--- config.mk ---
export PLATFORM = sky130hd
export DESIGN_NAME = joystick_input_ctrl_flat
export DESIGN_NICKNAME = d
export VERILOG_FILES = /design/src/rtl/joystick_input_ctrl_pkg.sv /design/src/rtl/joystick_input_ctrl_if.sv /design/src/rtl/joystick_input_ctrl_debouncer.sv /design/src/rtl/joystick_input_ctrl.sv /design/src/flat_wrapper.sv
export SDC_FILE = /design/constraint.sdc
export NUM_CORES = 1
export LEC_CHECK = 0
export ABC_AREA = 0
export CORE_UTILIZATION = 65
export CTS_CLUSTER_SIZE = 24
export DETAILED_ROUTE_END_ITERATION = 12
export PLACE_DENSITY = 0.84
export SLEW_MARGIN = 5
export SYNTH_ARGS = -nofsm -noshare
export SYNTH_HDL_FRONTEND = slang
export SYNTH_HIERARCHICAL = 1
export SYNTH_SLANG_ARGS = --single-unit
--- constraint.sdc ---
create_clock -name clock -period 4.3 [get_ports clock]
set_input_delay 0.86 -clock clock [delete_from_list [all_inputs] [get_ports clock]]
set_output_delay 0.86 -clock clock [all_outputs]
set_load 0.005 [all_outputs]
--- src/rtl/joystick_input_ctrl_pkg.sv ---
// joystick_pkg: shared selection encodings and debounce defaults for the joystick front end
package joystick_pkg;
  localparam logic SEL_CONTINUE = 1'b0;
  localparam logic SEL_RESTART = 1'b1;
  localparam int DEBOUNCE_DEFAULT = 250000;
  localparam int CNT_W_DEFAULT = 18;
endpackage

--- src/rtl/joystick_input_ctrl_if.sv ---
// joystick_input_ctrl_if: raw joystick lines in, conditioned enter/value and debounced levels out
interface joystick_input_ctrl_if;
  logic btn_raw;
  logic up_raw;
  logic down_raw;
  logic menu_active;
  logic enter;
  logic value;
  logic btn_level;
  logic up_level;
  logic down_level;
  modport master (
    output btn_raw, up_raw, down_raw, menu_active,
    input  enter, value, btn_level, up_level, down_level
  );
  modport slave (
    input  btn_raw, up_raw, down_raw, menu_active,
    output enter, value, btn_level, up_level, down_level
  );
endinterface

--- src/rtl/joystick_input_ctrl_debouncer.sv ---
// input_debouncer: 2-FF synchroniser, polarity normalisation and counter debounce of one raw line
module input_debouncer
  import joystick_pkg::*;
#(
  parameter int DEBOUNCE_CYCLES = DEBOUNCE_DEFAULT,
  parameter int CNT_W = CNT_W_DEFAULT,
  parameter bit ACTIVE_LOW = 1'b1
) (
  input  logic clock,
  input  logic reset,
  input  logic raw,
  output logic stable,
  output logic press_pulse
);
  localparam logic IDLE = ACTIVE_LOW ? 1'b1 : 1'b0;
  logic [1:0] sync_ff;
  logic [CNT_W-1:0] cnt;
  logic pressed;
  logic done;
  assign pressed = sync_ff[1] ^ IDLE;
  assign done = (pressed != stable) && (cnt == CNT_W'(DEBOUNCE_CYCLES - 1));
  // press_pulse is raised on the same edge the new pressed level is accepted
  always_ff @(posedge clock or negedge reset)
    if (!reset) begin
      sync_ff <= {IDLE, IDLE};
      cnt <= '0;
      stable <= 1'b0;
      press_pulse <= 1'b0;
    end else begin
      sync_ff <= {sync_ff[0], raw};
      cnt <= (pressed == stable || done) ? '0 : cnt + 1'b1;
      stable <= done ? pressed : stable;
      press_pulse <= done & pressed;
    end
endmodule

--- src/rtl/joystick_input_ctrl.sv ---
// joystick_input_ctrl: debounces btn/up/down and produces the enter pulse and Pause Menu selection
module joystick_input_ctrl
  import joystick_pkg::*;
#(
  parameter int DEBOUNCE_CYCLES = DEBOUNCE_DEFAULT,
  parameter int CNT_W = CNT_W_DEFAULT,
  parameter bit ACTIVE_LOW = 1'b1
) (
  input logic clock,
  input logic reset,
  joystick_input_ctrl_if.slave js
);
  logic btn_press, up_press, down_press;
  logic enter_q, value_q;
  input_debouncer #(.DEBOUNCE_CYCLES(DEBOUNCE_CYCLES), .CNT_W(CNT_W), .ACTIVE_LOW(ACTIVE_LOW)) u_btn (
    .clock(clock), .reset(reset), .raw(js.btn_raw), .stable(js.btn_level), .press_pulse(btn_press)
  );
  input_debouncer #(.DEBOUNCE_CYCLES(DEBOUNCE_CYCLES), .CNT_W(CNT_W), .ACTIVE_LOW(ACTIVE_LOW)) u_up (
    .clock(clock), .reset(reset), .raw(js.up_raw), .stable(js.up_level), .press_pulse(up_press)
  );
  input_debouncer #(.DEBOUNCE_CYCLES(DEBOUNCE_CYCLES), .CNT_W(CNT_W), .ACTIVE_LOW(ACTIVE_LOW)) u_down (
    .clock(clock), .reset(reset), .raw(js.down_raw), .stable(js.down_level), .press_pulse(down_press)
  );
  // a button press freezes the selection so the FSM samples a stable value with enter
  always_ff @(posedge clock or negedge reset)
    if (!reset) begin
      enter_q <= 1'b0;
      value_q <= SEL_CONTINUE;
    end else begin
      enter_q <= btn_press;
      value_q <= !js.menu_active ? SEL_CONTINUE :
                 (btn_press || (up_press && down_press)) ? value_q :
                 up_press ? SEL_CONTINUE :
                 down_press ? SEL_RESTART : value_q;
    end
  assign js.enter = enter_q;
  assign js.value = value_q;
endmodule

--- src/flat_wrapper.sv ---
// flat-port wrapper written by rule: the top's interface ports become plain ports
module joystick_input_ctrl_flat import joystick_pkg::*;
#(
  parameter int DEBOUNCE_CYCLES = DEBOUNCE_DEFAULT,
  parameter int CNT_W = CNT_W_DEFAULT,
  parameter bit ACTIVE_LOW = 1'b1
)
  (clock, reset, js_btn_raw, js_up_raw, js_down_raw, js_menu_active, js_enter, js_value, js_btn_level, js_up_level, js_down_level);
  joystick_input_ctrl_if js_i ();
  input logic clock;
  input logic reset;
  input wire logic [$bits(js_i.btn_raw)-1:0] js_btn_raw;
  input wire logic [$bits(js_i.up_raw)-1:0] js_up_raw;
  input wire logic [$bits(js_i.down_raw)-1:0] js_down_raw;
  input wire logic [$bits(js_i.menu_active)-1:0] js_menu_active;
  output wire logic [$bits(js_i.enter)-1:0] js_enter;
  output wire logic [$bits(js_i.value)-1:0] js_value;
  output wire logic [$bits(js_i.btn_level)-1:0] js_btn_level;
  output wire logic [$bits(js_i.up_level)-1:0] js_up_level;
  output wire logic [$bits(js_i.down_level)-1:0] js_down_level;
  assign js_i.btn_raw = js_btn_raw;
  assign js_i.up_raw = js_up_raw;
  assign js_i.down_raw = js_down_raw;
  assign js_i.menu_active = js_menu_active;
  assign js_enter = js_i.enter;
  assign js_value = js_i.value;
  assign js_btn_level = js_i.btn_level;
  assign js_up_level = js_i.up_level;
  assign js_down_level = js_i.down_level;
  joystick_input_ctrl #(.DEBOUNCE_CYCLES(DEBOUNCE_CYCLES), .CNT_W(CNT_W), .ACTIVE_LOW(ACTIVE_LOW)) u_core (.clock(clock), .reset(reset), .js(js_i));
endmodule
# ---- After elaboration in Yosys (flattened, before gate mapping)
# Cells that the tools add are included.
# Widths: inputs -> output; s select.
dict set report word_totals {
  reg_bits 68
  elab_cells 50
  input_bits 6
  out_inout_bits 5
}
dict set report op_classes {
  eq_ne 11
  n_reduce_logical 9
  bitwise_logic 6
  mux 7
  add_sub_neg 3
}
# operator n
set op_table {}
lappend op_table {{$add 18x1->18 const B} 3}
lappend op_table {{$eq 18x18->1 const B} 3}
lappend op_table {{$mux 18} 3}
lappend op_table {{$logic_and 1x1->1} 4}
lappend op_table {{$logic_or 1x1->1} 4}
lappend op_table {{$mux 1} 4}
lappend op_table {{$and 1x1->1} 3}
lappend op_table {{$eq 1x1->1} 3}
lappend op_table {{$ne 1x1->1} 3}
lappend op_table {{$ne 3x1->1 const B} 1}
lappend op_table {{$not 1->1} 3}
lappend op_table {{$ne 2x2->1 const B} 1}
lappend op_table {{$reduce_and 2->1} 1}

# ---- Depth between registers and ports, before layout
# Gate-level depths: netlist of the first run.
dict set report logic_depth {
  depth_word 5
  depth_mapped 5
  ltp_nobuf 5
}

# ---- Modules after synthesis
# The synthesis of the first run kept the hierarchy.
# mod seq_area_each_um2 cells_each area_per_inst_um2 n_inst
set modules_own_cells {}
lappend modules_own_cells {input_debouncer 553.0 98 1041.0 3}
lappend modules_own_cells {joystick_input_ctrl 50.0 6 76.3 1}

# ---- Least setup slack after synthesis of the first run
# OpenSTA, ideal clock, no wires.
dict set report synth_timing {
  path_kind {flip-flop to flip-flop}
  from {register u_core.u_btn.cnt[0]}
  to {register u_core.u_btn.cnt[10]}
  slack_ns 2.519
  path_buffers 1
  path_stages_with_launch 6
  t_required_ns 4.179
  t_arrival_ns 1.660
  setup_ns 0.121
  synth_period_minus_slack_ns 1.781
  cell_sequence {dfrtp_1 > ha_1 > nand3_1 > o41ai_4 > buf_2 > nor2_1}
}
dict set report synth_between {
  elab_chain_cells 4
  word_cells_on_any_way 5
  classes_between {1 x add/sub; 1 x eq/ne; 1 x mux; 2 x reduce/logical}
}
# element line
set synth_rtl {}
lappend synth_rtl {{from (decl)} joystick_input_ctrl_debouncer.sv:17} ;# logic [CNT_W-1:0] cnt;
lappend synth_rtl {{from (signal assigned)} joystick_input_ctrl_debouncer.sv:31} ;# cnt <= (pressed == stable || done) ? '0 : cnt + 1'b1;
lappend synth_rtl {{branches (longest 3 deep; another with $add 18x1->18)} --}
lappend synth_rtl {{$mux 18 (*)} joystick_input_ctrl_debouncer.sv:31}
# Mark *: on every way between the ends.
# A chain may end at the register's enable or synchronous reset.

# ---- Worst setup path after layout of the first run
dict set report layout_timing {
  from {register u_core.u_btn.cnt[0]}
  to {register u_core.u_btn.cnt[9]}
}
# The elaborated chain is that of the path after synthesis.

==> results of run 1 <==
==> metal layers <==
metal / up-vias / part of all wire (%)
met2: 32 / 49
met4: 0 / 1.1
met5: - / 0
li1: 1082 / -
met1: 1067 / 48
met3: 6 / 2.2
==> final timing paths <==
| path | start | to | slack, ps | cells past startpoint |
|---|---|---|---|---|
| setup reg to reg | u_core/u_btn/cnt[0] | u_core/u_btn/cnt[9] | 2090 | 4 |
| setup / recovery | u_core/u_btn/cnt[0] | u_core/u_btn/cnt[9] | 2090 | 4 |
| hold / removal | u_core/u_btn/sync_ff[0] | u_core/u_btn/sync_ff[1] | 360 | 0 |
| min in group asynchronous | reset | u_core/u_down/cnt[13] | 690 | 1 |
| max in group asynchronous | reset | u_core/u_up/sync_ff[1] | 2690 | 2 |
| hold reg to reg | u_core/u_btn/sync_ff[0] | u_core/u_btn/sync_ff[1] | 360 | 0 |
==> through the flow <==
| stage | power (uW) | cells | hold slack (ps) | utilization, % |
|---|---|---|---|---|
| finish | 1260 | 391 | 358 | 75.9 |
| global route | 1310 | 391 | 360 | 75.9 |
| CTS | 1270 | 391 | 359 | 75.9 |
| detailed placement | 713 | 375 | 349 | 71.4 |
| global placement | 711 | 375 | 346 | 71.4 |
| floorplan | 690 | 300 | 345 | - |
==> power by group through the flow <==
stage	combinational [uW]	clock, uW	sequential [uW]
after floorplan	19.9	0	670
after global placement	40.2	0	671
after detailed placement	41.2	0	672
after CTS	41.6	571	660
after global routing	45.8	599	661
final	40.1	559	660
==> Yosys cell counts, types with 6 or more instances <==
master and instances:
xor2_1 6, nor3_1 15, nor2_1 60, nor4_1 12, dfstp_2 6, xnor2_1 42
dfrtp_1 62, nand4_1 12, nand3_1 18, nand2_1 12, inv_1 12
==> cells by family after synthesis <==
group	share of synthesized area (%)
AND/OR/NAND/NOR	25.0
adder cells (fa/ha/maj)	1.17
flip-flops	53.4
XOR/XNOR	13.1
buffers and inverters	1.88
multiplexers	0.939
AO/OA/AOI/OAI	4.50
==> layout by cell type (no fill, tap or decap) <==
cell             instances
dfstp_2                  6
xnor2_1                 42
nand4_4                  3
clkdlybuf4s50_1          9
and3_1                   3
clkinv_2                 3
or4_4                    3
a21boi_1                 1
bufinv_16                2
or4_1                    3
ha_1                     3
buf_4                    1
nand2_1                 12
nor3_1                  15
o21bai_1                 1
clkbuf_8                 9
mux2i_1                  3
o41ai_4                  3
clkinv_4                 1
o21ai_0                  1
nor2_1                  60
nand3b_1                 3
nor2b_1                  1
buf_2                    1
nor4_1                  12
nand4_1                 12
inv_1                   12
dfrtp_1                 62
xor2_1                   6
clkinvlp_4               1
a21oi_2                  3
or3_1                    3
nor4b_1                  3
nand3_1                 18
o21ai_1                  3
==> area by class of cell <==
cell class | instances | area, um^2 | area share (%)
Clock buffer | 9 | 124 | 3.45
Clock inverter | 7 | 91.3 | 2.55
Inverter | 12 | 45.0 | 1.26
Multi-Input combinational cell | 217 | 1430 | 39.9
Sequential cell | 68 | 1710 | 47.7
Tap cell | 67 | 83.8 | 2.34
Timing Repair Buffer | 11 | 103 | 2.86
==> critical path, delay by kind of cell, from the launching register on <==
family | cells | cell delay [ps]
AO/OA/AOI/OAI | 1 | 960
AND/OR/NAND/NOR | 2 | 480
flip-flops | 1 | 400
adder cells (fa/ha/maj) | 1 | 210
==> flip-flops by register name, indices dropped and copies added (netlist names) <==
name,flops
u_core/js.enter,1
u_core/js.value,1
u_core/u_btn/cnt,18
u_core/u_btn/press_pulse,1
u_core/u_btn/stable,1
u_core/u_btn/sync_ff,2
u_core/u_down/cnt,18
u_core/u_down/press_pulse,1
u_core/u_down/stable,1
u_core/u_down/sync_ff,2
u_core/u_up/cnt,18
u_core/u_up/press_pulse,1
u_core/u_up/stable,1
u_core/u_up/sync_ff,2
==> results.yml, run 1 <==
grt:
  met2_usage_pct: 37.6
  grt_usage_pct: 24.1
  met1_usage_pct: 32.9
  grt_pass1_wl_um: 9500
  grt_most_used_layer: "met2"
  grt.overflow.total: 0
  antenna_found_initial: 0
  grt_use_met3_pct: 4.58
  first_global_vias: 2095
  grt_max_degree: 48
clock_network:
  numCtsBuffers: 9
  clk_path_buf_depth: 2
  ctsHoldBuffers: 0
  htree_levels: 3
  clock_sinks: 68
  clock_latency_ps: 330
  cts_setup_buffers: 0
  cts.repair.resized: 0
  cts-root-buf: "clkbuf_8"
  tritoncts: "built"
  path_clk_slew_ps: 70
setup_path:
  critPathKind: "register to register"
  path_cells: "ha_1, nand3_1, o41ai_4, nor2_1"
  arrival_ps: 2380
  start_kind: "register"
  endpoint_kind: "register"
  slowest_delay_ps: 960
  cp.required_ps: 4470
  critPathSlowestCell: "o41ai_4"
  cp_max_fo: 17
yosys:
  synth.avg_cell_area_um2: 10.7
  yosys_register_bits: 68
  syn_inst: 300
  ys_seq_area_share_pct: 53.4
  synth_warnings: 6
  yosysTopAreaCell: "dfrtp_1"
  synthArstFlopShare_pct: 100
  synth-edff-count: 0
  netlist_area_um2: 3200
  synth_flop_cell: "dfrtp_1"
  synth_top_cell_area_share_pct: 48.5
  synthTopCellsByArea: "dfrtp_1 (48%), xnor2_1 (11%), nor2_1 (7.0%), dfstp_2 (4.9%), nand3_1 (2.8%)"
  yosysUniqueCellTypes: 28
  syn-num-nets: 309
timing:
  fin_setup_tns_ps: 0
  finClkSkew_ps: 9.27
  setup_slack_ps: 2090
  hold_violations: 0
  final_max_slew_viol_count: 0
  fin_crit_ps: 2210
  worstMarginPinSlew_ps: 994
  setup_violations: 0
  rsz0062_at_grt: "no"
  fmax_mhz: 453
  relSlewSlack_pct: 33.7
  period_share_pct: 51.3
die:
  die_y_um: 72.2
  core_um2: 4720
  die_area_um2: 5210
  dieWidth_um: 72.2
  rows: 25
  initial_core_util_pct: 67.7
  io_pins: 11
power_and_ir_drop:
  p_per_area_nw_per_um2: 351
  seq_power_share_pct: 52.4
  switchingPower_uw: 269
  p_sw_share_pct: 21.4
  p_int_uw: 990
  p_leak_uw: 0.00146
  pwr-share-clk_pct: 44.4
  peakVddDrop_mv: 0.360
  comb_power_share_pct: 3.2
layout:
  fin_area_um2: 3590
  fill_cells: 303
  areaGrowthSynthToFinish_pct: 12.1
  drive_above_1_share_pct: 11.1
  diodes: 0
  nets: 328
placed_design:
  place_hpwl_um: 3720
  port_buffers: 10
  dp_slack_ps: 2110
  placed_area_um2: 3370
  globalplace.congestion: 0.816
drt:
  finalWirelength_um: 5520
  firstDrtPassIters: 4
  vias_per_cell: 5.59
  via_count: 2187
  drcViolationCount: 0
  ant_nets: 0
  drt_first_iter_violations: 214
  wire_per_inst_um: 14.1
worst_hold_path:
  min_path_type: "register to register"
status:
  status: "completed"
job:
  drv_cap: 0
No activity file was read; power rests on OpenSTA's default activity.
==> run 2, diff against run 1 <==
--- a/config.mk
+++ b/config.mk
@@ -6,10 +6,10 @@
 export NUM_CORES = 1
 export LEC_CHECK = 0
 export ABC_AREA = 0
-export CORE_UTILIZATION = 65
+export CORE_UTILIZATION = 54
 export CTS_CLUSTER_SIZE = 24
 export DETAILED_ROUTE_END_ITERATION = 12
-export PLACE_DENSITY = 0.84
+export PLACE_DENSITY = 0.74
 export SLEW_MARGIN = 5
 export SYNTH_ARGS = -nofsm -noshare
 export SYNTH_HDL_FRONTEND = slang
==> constraint.sdc (replaced) <==
create_clock -name clock -period 1.95 [get_ports clock]
set_input_delay 0.39 -clock clock [delete_from_list [all_inputs] [get_ports clock]]
set_output_delay 0.39 -clock clock [all_outputs]
set_load 0.005 [all_outputs]
==> run 2 against run 1 <==
  * Non-clock buffer count up 14
  * Critical path type unchanged
  * Sequential cell count unchanged
  * Combinational power rose to 2.5 times the previous value
  * First-iteration DRC count down 47%
  * Fmax up 19%
  * Largest power group unchanged
  * Largest cell class unchanged
==> results.yml, run 2 (synthesis results as in run 1) <==
setup_path:
  critPathKind: "register to register"
  arrival_ps: 2090
  endpoint_kind: "register"
  path_cells: "nor4b_1, nand2_1, or4_1, and3_1"
  slowest_delay_ps: 490
  timing.rr.end: "u_core/u_btn/cnt[1]"
  cp_max_fo: 5
  ff2ff_setup_slack_ps: 100
  r2r_cells: 4
  start_kind: "register"
  cp.required_ps: 2190
  critPathSlowestCell: "or4_1"
  r2r_start: "u_core/u_btn/cnt[5]"
grt:
  antenna_found_initial: 0
  first_global_vias: 2306
  grt.overflow.total: 0
  grt_usage_pct: 22.4
  grt_pass1_wl_um: 10500
  grt_max_degree: 34
layout:
  layout_common_cells: "dfrtp_1 (62), nor2_1 (60), xnor2_1 (42)"
  areaGrowthSynthToFinish_pct: 17.4
  fill_cells: 444
  diodes: 0
  multiInputGateArea_um2: 1430
  regArea_um2: 1710
  finalNonFillerCells: 410
  nets: 342
  reg_top3: "u_core/u_btn/cnt (18), u_core/u_down/cnt (18), u_core/u_up/cnt (18)"
  layout.cells.most_common: "dfrtp_1"
  drive_above_1_share_pct: 14.5
drt:
  drcViolationCount: 0
  via_count: 2231
  wire_per_inst_um: 13.7
  ant_nets: 0
  vias_per_cell: 5.44
  finalWirelength_um: 5620
  drt_first_iter_violations: 114
  firstDrtPassIters: 4
die:
  die_area_um2: 6240
  die_y_um: 79.0
  io_pins: 11
  dieWidth_um: 79.0
  core_um2: 5610
  initial_core_util_pct: 57.1
  rows: 27
worst_hold_path:
  hold_depth: 0
  hold_end: "u_core/u_down/sync_ff[1]"
  hold_path.startpoint: "u_core/u_down/sync_ff[0]"
  min_path_type: "register to register"
power_and_ir_drop:
  p_leak_uw: 0.00155
  p_per_area_nw_per_um2: 802
  peakVddDrop_mv: 0.615
timing:
  relSlewSlack_pct: 69.8
  fin_crit_ps: 1850
  worstMarginPinSlew_ps: 453
  fmax_mhz: 541
  rsz0062_at_grt: "no"
  hold_violations: 0
  finClkSkew_ps: 9.15
  period_share_pct: 94.8
  setup_violations: 0
  final_max_slew_viol_count: 0
  fin_setup_tns_ps: 0
clock_network:
  clock_sinks: 68
  numCtsBuffers: 9
  tritoncts: "built"
  clk_path_buf_depth: 2
  clock_latency_ps: 340
  path_clk_slew_ps: 70
  htree_levels: 3
  cts-root-buf: "clkbuf_8"
placed_design:
  placed_cells: 393
  place_hpwl_um: 3950
  globalplace.congestion: 0.824
  port_buffers: 10
status:
  status: "completed"
job:
  drv_cap: 0
-- run 2: cell type report --
type	count	area share, %
clock buffers	11	4.03
inverters	12	1.20
repair buffers	25	5.93
multi-input cells	217	38.1
clock inverters	5	2.86
well taps	72	2.40
flip-flops and latches	68	45.5
-- run 2: report_power, final --
| group | leakage (uW) | internal [uW] | switching (uW) |
|---|---|---|---|
| Combinational | 0.000499 | 43.3 | 59.0 |
| Sequential | 0.000922 | 1440 | 19.0 |
| Clock | 0.000130 | 924 | 532 |
| Total | 0.00155 | 2400 | 610 |
-- run 2: metrics by stage --
step	instance area [um^2]	util, %	worst slack (ps)	hold slack [ps]	total power, uW
finish	3760	67.0	101	360	3010
global route	3760	67.0	17.3	367	3130
CTS	3760	67.0	121	363	3050
detailed placement	3490	62.2	162	348	1590
global placement	3490	62.2	215	351	1580
floorplan	3200	-	169	94.4	1520
-- run 2: repair_timing --
action                                  in CTS  in global routing
endpoints found under the setup margin       0                  0
buffers inserted                             0                  0
gates resized for setup                      0                  0
hold endpoints to repair                     9                  0
hold buffers                                 1                  0
-- run 2: worst max-delay path by stage --
stage	depth (start not counted)	from	end
after floorplan	5	u_core/u_btn/cnt[0]	u_core/u_btn/cnt[10]
after global placement	4	u_core/u_up/cnt[5]	u_core/u_up/cnt[17]
after detailed placement	4	u_core/u_btn/cnt[5]	u_core/u_btn/cnt[17]
final	4	u_core/u_btn/cnt[5]	u_core/u_btn/cnt[1]
after CTS	4	u_core/u_btn/cnt[5]	u_core/u_btn/cnt[17]
after global routing	4	u_core/u_btn/cnt[8]	u_core/u_btn/cnt[17]
-- run 2: worst max-delay path: cells and delay by family, from the launching register on --
family | cells | cell delay [ps]
and+or+nand+nor | 4 | 1270
DFF | 1 | 460
-- run 2: per-layer routing --
layer	up-vias	track usage (%)	routed length [um]
met5	-	0	0
met4	0	10.9	49
met3	6	6.55	197
met2	41	33.7	2650
met1	1078	29.6	2720
li1	1106	-	-
